## src/rtl/tetris_pkg.sv

```systemverilog
// Shared board geometry, colour and operation encodings, plus the
// place_tetromino FSM state type.
package tetris_pkg;
  localparam int BOARD_W     = 10;
  localparam int BOARD_H     = 24;
  localparam int HIDDEN_ROWS = 4;
  localparam int ADDR_W      = 8;
  localparam int COLOUR_W    = 6;
  localparam logic [COLOUR_W-1:0] COLOUR_EMPTY = 6'd0;

  typedef enum logic [1:0] {
    OP_CHECK  = 2'b00,
    OP_COMMIT = 2'b01,
    OP_ERASE  = 2'b10
  } op_t;

  typedef enum logic [3:0] {
    IDLE, CHK_A0, CHK_D0, CHK_A1, CHK_D1, CHK_A2, CHK_D2, CHK_A3, CHK_D3,
    WR0, WR1, WR2, WR3, FIN
  } state_t;

  // Packs four 2-bit cell offsets so that cell i sits in bits [2i+1:2i].
  function automatic logic [7:0] pack4(input logic [1:0] c0, input logic [1:0] c1,
                                       input logic [1:0] c2, input logic [1:0] c3);
    return {c3, c2, c1, c0};
  endfunction
endpackage

```

## src/rtl/coord_to_addr.sv

```systemverilog
// Board coordinate to RAM address; off-board coordinates flag oob and map to 0.
module coord_to_addr
  import tetris_pkg::*;
(
  input  logic [4:0]        x,
  input  logic [5:0]        y,
  output logic [ADDR_W-1:0] addr,
  output logic              oob
);
  logic [9:0] wide;

  // Row-major address; forced to 0 when the cell lies off the board.
  always_comb begin
    oob  = (x > 5'(BOARD_W - 1)) || (y > 6'(BOARD_H - 1));
    wide = 10'(y) * 10'd10 + 10'(x);
    if (oob) begin
      addr = 8'd0;
    end else begin
      addr = wide[ADDR_W-1:0];
    end
  end
endmodule

```

## src/rtl/lut.sv

```systemverilog
// Tetromino shape/colour table: base shape per block inside a 4x4 box,
// rotated clockwise (x,y)->(3-y,x) once per rotation step.
module lut
  import tetris_pkg::*;
(
  input  logic [2:0]          block,
  input  logic [1:0]          rotation,
  output logic [7:0]          cx,
  output logic [7:0]          cy,
  output logic [COLOUR_W-1:0] colour
);
  logic [7:0] bx, by;

  // Base (rotation 0) shape; id 7 aliases the square.
  always_comb begin
    bx = 8'h00;
    by = 8'h00;
    case (block)
      3'd0:    begin bx = pack4(2'd0, 2'd1, 2'd2, 2'd3); by = pack4(2'd1, 2'd1, 2'd1, 2'd1); end
      3'd2:    begin bx = pack4(2'd1, 2'd0, 2'd1, 2'd2); by = pack4(2'd0, 2'd1, 2'd1, 2'd1); end
      3'd3:    begin bx = pack4(2'd1, 2'd2, 2'd0, 2'd1); by = pack4(2'd0, 2'd0, 2'd1, 2'd1); end
      3'd4:    begin bx = pack4(2'd0, 2'd1, 2'd1, 2'd2); by = pack4(2'd0, 2'd0, 2'd1, 2'd1); end
      3'd5:    begin bx = pack4(2'd0, 2'd0, 2'd1, 2'd2); by = pack4(2'd0, 2'd1, 2'd1, 2'd1); end
      3'd6:    begin bx = pack4(2'd2, 2'd0, 2'd1, 2'd2); by = pack4(2'd0, 2'd1, 2'd1, 2'd1); end
      default: begin bx = pack4(2'd1, 2'd2, 2'd1, 2'd2); by = pack4(2'd0, 2'd0, 2'd1, 2'd1); end
    endcase
  end

  // Closed-form rotation applied cell by cell.
  always_comb begin
    cx = 8'h00;
    cy = 8'h00;
    for (int i = 0; i < 4; i++) begin
      case (rotation)
        2'd1:    begin cx[2*i +: 2] = 2'd3 - by[2*i +: 2]; cy[2*i +: 2] = bx[2*i +: 2]; end
        2'd2:    begin cx[2*i +: 2] = 2'd3 - bx[2*i +: 2]; cy[2*i +: 2] = 2'd3 - by[2*i +: 2]; end
        2'd3:    begin cx[2*i +: 2] = by[2*i +: 2]; cy[2*i +: 2] = 2'd3 - bx[2*i +: 2]; end
        default: begin cx[2*i +: 2] = bx[2*i +: 2]; cy[2*i +: 2] = by[2*i +: 2]; end
      endcase
    end
  end

  assign colour = {block, 3'b111};
endmodule

```

## src/rtl/place_tetromino.sv

```systemverilog
// Falling-piece board writer: checks the 4 target cells for collision, then
// commits the piece colour or erases the cells through board RAM port A.
module place_tetromino
  import tetris_pkg::*;
(
  input  logic                clk,
  input  logic                resetn,
  input  logic                start,
  input  logic [1:0]          op,
  input  logic [2:0]          block,
  input  logic [1:0]          rotation,
  input  logic [3:0]          X_in,
  input  logic [4:0]          Y_in,
  input  logic [COLOUR_W-1:0] ram_Q,
  output logic [ADDR_W-1:0]   ram_addr,
  output logic [COLOUR_W-1:0] ram_data,
  output logic                ram_wren,
  output logic                busy,
  output logic                done,
  output logic                collision
);
  state_t state_r, state_nx;
  op_t    op_r, op_in;
  logic [2:0] block_r;
  logic [1:0] rot_r;
  logic [3:0] x_r;
  logic [4:0] y_r;
  logic       coll_r;

  logic [7:0]          cx, cy;
  logic [COLOUR_W-1:0] colour;
  logic [1:0]          idx;
  logic                in_chk, in_dat, in_wr, accept, hit, oob;
  logic [4:0]          x_sel;
  logic [5:0]          y_sel;
  logic [ADDR_W-1:0]   addr_sel;

  lut u_lut (.block(block_r), .rotation(rot_r), .cx(cx), .cy(cy), .colour(colour));

  assign op_in  = (op == 2'b10) ? OP_ERASE : ((op == 2'b01) ? OP_COMMIT : OP_CHECK);
  assign accept = start && ((state_r == IDLE) || (state_r == FIN));

  // Decode the active cell index and phase from the state.
  always_comb begin
    idx    = 2'd0;
    in_chk = 1'b0;
    in_dat = 1'b0;
    in_wr  = 1'b0;
    case (state_r)
      CHK_A0:  begin idx = 2'd0; in_chk = 1'b1; end
      CHK_D0:  begin idx = 2'd0; in_chk = 1'b1; in_dat = 1'b1; end
      CHK_A1:  begin idx = 2'd1; in_chk = 1'b1; end
      CHK_D1:  begin idx = 2'd1; in_chk = 1'b1; in_dat = 1'b1; end
      CHK_A2:  begin idx = 2'd2; in_chk = 1'b1; end
      CHK_D2:  begin idx = 2'd2; in_chk = 1'b1; in_dat = 1'b1; end
      CHK_A3:  begin idx = 2'd3; in_chk = 1'b1; end
      CHK_D3:  begin idx = 2'd3; in_chk = 1'b1; in_dat = 1'b1; end
      WR0:     begin idx = 2'd0; in_wr = 1'b1; end
      WR1:     begin idx = 2'd1; in_wr = 1'b1; end
      WR2:     begin idx = 2'd2; in_wr = 1'b1; end
      WR3:     begin idx = 2'd3; in_wr = 1'b1; end
      default: begin idx = 2'd0; end
    endcase
  end

  assign x_sel = 5'(x_r) + 5'(cx[{idx, 1'b0} +: 2]);
  assign y_sel = 6'(y_r) + 6'(cy[{idx, 1'b0} +: 2]);

  coord_to_addr u_addr (.x(x_sel), .y(y_sel), .addr(addr_sel), .oob(oob));

  assign hit = in_dat && ((ram_Q != COLOUR_EMPTY) || oob);

  // Next-state logic; FIN may chain straight into a new operation.
  always_comb begin
    state_nx = state_r;
    case (state_r)
      IDLE, FIN: begin
        if (start) begin
          state_nx = (op_in == OP_ERASE) ? WR0 : CHK_A0;
        end else begin
          state_nx = IDLE;
        end
      end
      CHK_A0:  state_nx = CHK_D0;
      CHK_D0:  state_nx = CHK_A1;
      CHK_A1:  state_nx = CHK_D1;
      CHK_D1:  state_nx = CHK_A2;
      CHK_A2:  state_nx = CHK_D2;
      CHK_D2:  state_nx = CHK_A3;
      CHK_A3:  state_nx = CHK_D3;
      CHK_D3: begin
        if ((op_r == OP_COMMIT) && !(coll_r || hit)) begin
          state_nx = WR0;
        end else begin
          state_nx = FIN;
        end
      end
      WR0:     state_nx = WR1;
      WR1:     state_nx = WR2;
      WR2:     state_nx = WR3;
      WR3:     state_nx = FIN;
      default: state_nx = IDLE;
    endcase
  end

  // State register, operand latch and collision accumulator.
  always_ff @(posedge clk or negedge resetn) begin
    if (!resetn) begin
      state_r <= IDLE;
      op_r    <= OP_CHECK;
      block_r <= 3'd0;
      rot_r   <= 2'd0;
      x_r     <= 4'd0;
      y_r     <= 5'd0;
      coll_r  <= 1'b0;
    end else begin
      state_r <= state_nx;
      if (accept) begin
        op_r    <= op_in;
        block_r <= block;
        rot_r   <= rotation;
        x_r     <= X_in;
        y_r     <= Y_in;
        coll_r  <= 1'b0;
      end else if (hit) begin
        coll_r  <= 1'b1;
      end else begin
        coll_r  <= coll_r;
      end
    end
  end

  assign ram_addr  = (in_chk || in_wr) ? addr_sel : 8'd0;
  assign ram_wren  = in_wr && !oob;
  assign ram_data  = (in_wr && (op_r == OP_COMMIT)) ? colour : COLOUR_EMPTY;
  assign busy      = (state_r != IDLE) && (state_r != FIN);
  assign done      = (state_r == FIN);
  assign collision = coll_r;
endmodule
```

## config.mk

```make
export PLATFORM = sky130hd
export DESIGN_NAME = place_tetromino
export DESIGN_NICKNAME = d
export VERILOG_FILES = /design/src/rtl/tetris_pkg.sv /design/src/rtl/coord_to_addr.sv /design/src/rtl/lut.sv /design/src/rtl/place_tetromino.sv
export SDC_FILE = /design/constraint.sdc
export NUM_CORES = 1
export LEC_CHECK = 0
export BUFFER_PORTS_ARGS = -buffer_cell sky130_fd_sc_hd__buf_2
export CAP_MARGIN = 40
export CORE_ASPECT_RATIO = 1.2
export CORE_MARGIN = 4
export CORE_UTILIZATION = 55
export CTS_CLUSTER_SIZE = 30
export DETAILED_ROUTE_END_ITERATION = 12
export PLACE_DENSITY = 0.84
export SKIP_LAST_GASP = 1
export SLEW_MARGIN = 25
export SYNTH_ARGS = -nofsm -noshare
export SYNTH_HDL_FRONTEND = slang
export SYNTH_SLANG_ARGS = --single-unit
```

## constraint.sdc

```tcl
create_clock -name clk -period 7.85 [get_ports clk]
set_clock_uncertainty 0.15 [all_clocks]
set_input_delay 0.3925 -clock clk [delete_from_list [all_inputs] [get_ports clk]]
set_output_delay 0.3925 -clock clk [all_outputs]
set_load 0.05 [all_outputs]
```

== Yosys cells after proc, flatten, opt, wreduce, memory -nomap -nowiden ==
Cells that the tools add are included.
Storage, ports and cells
  bits in registers: 21
  input bits: 25
  word-level logic and storage cells: 100
Operators by class
  add/sub/neg operators: 11
  multipliers: 1
  $lt $le $gt $ge: 2
  eq/ne operators: 26
  shift-type cells: 2
  multiplexer cells: 25
  reduce and logical (&&, ||, !) cells: 26
Operator list (number)
  one-hot mux 2 bit (3 select lines): 9
  one-hot mux 4 bit (13 select lines): 1
  one-hot mux 8 bit (6 select lines): 1
  equality test 4 bit (second input constant): 6
  equality test 4 x 3 -> 1 bit (second input constant): 4
  two-way mux 8 bit: 2
  variable part select 8 x 4 -> 2 bit: 2
  OR reduction 3 bit: 4
  subtractor 2 bit (first input constant): 5
  equality test 3 bit (second input constant): 3
  adder 8 x 5 -> 8 bit: 1
  equality test 2 bit (second input constant): 4
  equality test 4 x 2 -> 1 bit (second input constant): 2
  two-way mux 4 bit: 2
  OR reduction 4 bit: 2
  OR reduction 8 bit: 1
  multiplier 6 x 3 -> 7 bit (second input constant): 1
  adder 5 x 2 -> 6 bit: 1
  equality test 2 x 1 -> 1 bit (second input constant): 3
  equality test 3 x 2 -> 1 bit (second input constant): 2
  greater-than comparator 6 x 5 -> 1 bit (second input constant): 1
  logical AND 1 bit: 6
  two-way mux 1 bit: 6
  two-way mux 6 bit: 1
  other kinds (17): 23

== Longest topological paths before layout ==
  depth in word-level cells: 16
  gate-level depth with buffers: 21

== By module ==
Synthesis repeated with hierarchy kept, for this count alone.
Second synthesis, totals
  cell total of the unflattened synthesis: 275
  area total of the unflattened synthesis: 2483.6 um2
By module, submodules not included
  place_tetromino: instances 1, cells an instance 170, area an instance 1660.3 um2, seq. area each 525.5 um2
  lut: instances 1, cells an instance 59, area an instance 431.7 um2, seq. area each 0.0 um2
  coord_to_addr: instances 1, cells an instance 46, area an instance 391.6 um2, seq. area each 0.0 um2

== Worst setup path after synthesis ==
OpenSTA, ideal clock, no wires.
  kind: register to output
  from: reg state_r[0]
  to: out ram_addr[7]
  arrival time: 4738 ps
  required time: 7308 ps
  slack: 2570 ps
  stages on the path, launching flop included: 21
  buffers on the path: 1
  cells stage by stage: dfrtp_1 -> buf_2 -> or3b_1 -> o211ai_2 -> a211o_1 -> o21ai_1 -> nor4b_2 -> xnor2_1 -> ha_1 -> inv_1 -> fa_1 -> nand3b_1 -> xnor2_1 -> ha_1 -> fa_1 -> xor2_1 -> nand2_1 -> a21oi_1 -> xnor2_1 -> xnor2_1 -> nor2_1
Between the ends
  cells in the longest elaborated chain, start to end: 9
  elaborated cells between the ends (all ways): 32
  those cells by class: 3 x add/sub; 1 x mul; 2 x order compare; 12 x eq/ne; 2 x shift; 5 x mux; 7 x reduce/logical
RTL lines
  from (decl): RTL line place_tetromino.sv:22  | state_t state_r, state_nx;
  from (signal assigned): RTL line place_tetromino.sv:117  | state_r <= state_nx;
  equality test 4 bit, or another cell as far along: RTL line place_tetromino.sv:49  | case (state_r)
  OR reduction 3 bit (no line)
  one-hot mux 2 bit (3 select lines): RTL line place_tetromino.sv:49
  variable part select 8 x 4 -> 2 bit, on equally long branches: RTL line place_tetromino.sv:67, place_tetromino.sv:66
  adder 5 x 2 -> 6 bit / adder 4 x 2 -> 5 bit (equally long branches): RTL line place_tetromino.sv:67, place_tetromino.sv:66
  multiplier 6 x 3 -> 7 bit, or another cell as far along: RTL line coord_to_addr.sv:15  | wide = 10'(y) * 10'd10 + 10'(x);
  adder 8 x 5 -> 8 bit / logical OR 1 bit (equally long branches): RTL line coord_to_addr.sv:15, coord_to_addr.sv:14
  two-way mux 8 bit: RTL line coord_to_addr.sv:16  | if (oob) begin
  two-way mux 8 bit (*): RTL line place_tetromino.sv:133  | assign ram_addr = (in_chk || in_wr) ? addr_sel : 8'd0;
  to (decl): RTL line place_tetromino.sv:15  | output logic [ADDR_W-1:0] ram_addr,
Every way passes the cells marked *; elsewhere a longest branch is shown, timed or not.

== Worst setup path in the final report ==
Ends and elaborated chain as after synthesis.

==> flow_summary.toml <==
[drt]
routed_wl_um = 4770
viasPerCell = 5.99
drc = 0
drtPass1Iterations = 4
vias = 2036
postRouteAntennaNets = 0
wl_per_cell_um = 14.0
drt-initial-drc-count = 99

[global_route]
grt_pass1_wl_um = 8290
grt_max_degree = 30
antenna_found_initial = 0
grt_pass1_vias = 1855
grt.overflow.total = 0
grt_use_total_pct = 19.9

[finish]
antenna_cells = 0
final_common_cell = "buf_2"
nNetsFinal = 334
design_area_um2 = 2450
drive_gt1_share_pct = 21.5
final_cell_mix = "buf_2, nor2_1, dfrtp_1, ha_1, o21ai_0"
area_growth_pct = 11.4
nFillCells = 339

[yosys]
ys_types = 56
synth.area.top_cells = "dfrtp_1, ha_1, mux2_1"
yosysWarnings = 0
synth_area_um2 = 2200
synth_ff_type = "dfrtp_1"
synth_edf_count = 0
async_flop_share_pct = 100
ys_ff_latch = 21
postSynthAreaPerCell_um2 = 8.46
synth_top_cell_by_area = "dfrtp_1"
synth_top_area_share_pct = 23.9
netlist_instances = 260
syn_nets = 305
synth-seq-area-share_pct = 23.9

[timing]
relSlewSlack_pct = 46.4
fmax_mhz = 164
rsz0062_at_grt = "no"
drv_slew = 0
tns_ns = 0
finalHoldViolCount = 0
fin_crit_sh_pct = 77.7
layout_setup_ws_ns = 1.75
tightest_slew_ns = 0.805
setup_violations = 0
period_minus_slack_ns = 6.10

[clocking]
postCtsSetupRepairBufs = 0
tritoncts = "yes"
ctsHtreeMaxLevel = 1
clock-sinks = 21
cts_hold_buffers = 1
cts_resized = 0
clk_pin_slew_ns = 0.08
clk_latency_ns = 0.26
cts_buffers = 3
cts_root_buf = "clkbuf_8"
clockBufferDepth = 2

[setup_path]
path_cells = "nand2_1, o32a_4, or3_1, a21oi_1, nor4b_2, xnor2_1, ha_1, inv_1, fa_1, nand3b_1, xnor2_1, ha_1, fa_1, xor2_1, nand2_1, a21oi_1, xnor2_1, xnor2_1, nor2_1, buf_2"
cp.required_ns = 7.31
max_stage_delay_ns = 0.87
endpoint_kind = "output pin"
path_class = "flop to output pin"
crit_slowest_cell = "dfrtp_1"
critPathMaxFanout = 27
start_kind = "flop"
critPathArrivalTime_ns = 5.56
cpMostUsedCell = "xnor2_1"
path_buf_inv = 2
regToRegSetupSlack_ns = 3.47
crit_family = "adder cells"

[die]
io-pin-count = 43
die-area_um2 = 5080
die_w_um = 65.7
core_um2 = 3750
fp.dieH_um = 77.3
row_count = 24
initial_utilization_pct = 58.6

[run_status]
outcome = "finished, final reports clean"

[placed_design]
preCtsSetupSlack_ns = 2.07
gp_congestion = 0.870
dpl_cell_area_um2 = 2380
port_buffers = 42
dp_hpwl_um = 3640

[min_path]
hold_path.class = "input pin to flop"

[job]
maxCapViolations = 0
==> registers in the layout, indices dropped and copies added (netlist names) <==
signal,cells
block_r,3
state_r,4
x_r,4
collision,1
op_r,2
y_r,5
rot_r,2
==> kinds of logic after synthesis <==
logic type | synth area share [%]
compound gates | 20.6
xor+xnor | 6.77
fa+ha+maj | 12.7
buf+inv | 6.99
flops | 23.9
mux | 8.19
simple gates | 20.8
==> final timing paths <==
check	end	cells after the start	start
worst min-delay path	x_r[3]$_DFFE_PN0P_	2	X_in[3]
max in group asynchronous	state_r[1]$_DFF_PN0_	2	resetn
worst max register to register	state_r[2]$_DFF_PN0_	15	state_r[0]$_DFF_PN0_
worst min register to register	op_r[1]$_DFFE_PN0P_	1	op_r[1]$_DFFE_PN0P_
worst max-delay path	ram_addr[7]	20	state_r[0]$_DFF_PN0_
min in group asynchronous	y_r[2]$_DFFE_PN0P_	2	resetn
==> per-stage QoR <==
| step | hold slack [ns] | utilization, % | cells |
|---|---|---|---|
| 6_report | 0.181 | 65.3 | 340 |
| 5_1_grt | 0.188 | 65.3 | 340 |
| 4_1_cts | 0.176 | 64.9 | 339 |
| 3_5_place_dp | 0.226 | 63.4 | 334 |
| 3_3_place_gp | 0.219 | 63.4 | 334 |
| 2_1_floorplan | -0.0531 | - | 260 |
==> synth_stat cells, types with 6 or more instances <==
master,number
a21oi_1,11
buf_2,6
clkbuf_1,9
dfrtp_1,21
ha_1,16
inv_1,14
mux2_1,9
mux2_2,7
nand2_1,14
nand3_1,7
nor2_1,22
nor2b_1,7
nor3_1,8
o21ai_0,15
xnor2_1,11
xor2_1,6
==> layer usage <==
| layer | global-route usage, % | vias to the layer above | wire length, um |
|---|---|---|---|
| met3 | 2.78 | 12 | 393 |
| met1 | 27.5 | 925 | 2070 |
| li1 | - | 998 | - |
| met4 | 8.09 | 0 | 97 |
| met2 | 30.9 | 101 | 2210 |
| met5 | 0 | - | 0 |
==> area by class of cell <==
type                    count  area [um2]  share of cell area (%)
clock inverters             1        7.51                   0.306
repair buffers             44         235                    9.59
flip-flops and latches     21         526                    21.4
clock buffers               3        41.3                    1.68
multi-input cells         204        1520                    62.0
well taps                  52        65.1                    2.65
inverters                  15        56.3                    2.30
Power is left out: the tool's default activity adds up to more than one toggle a clock period on the data nets, which glitch-free logic cannot reach.
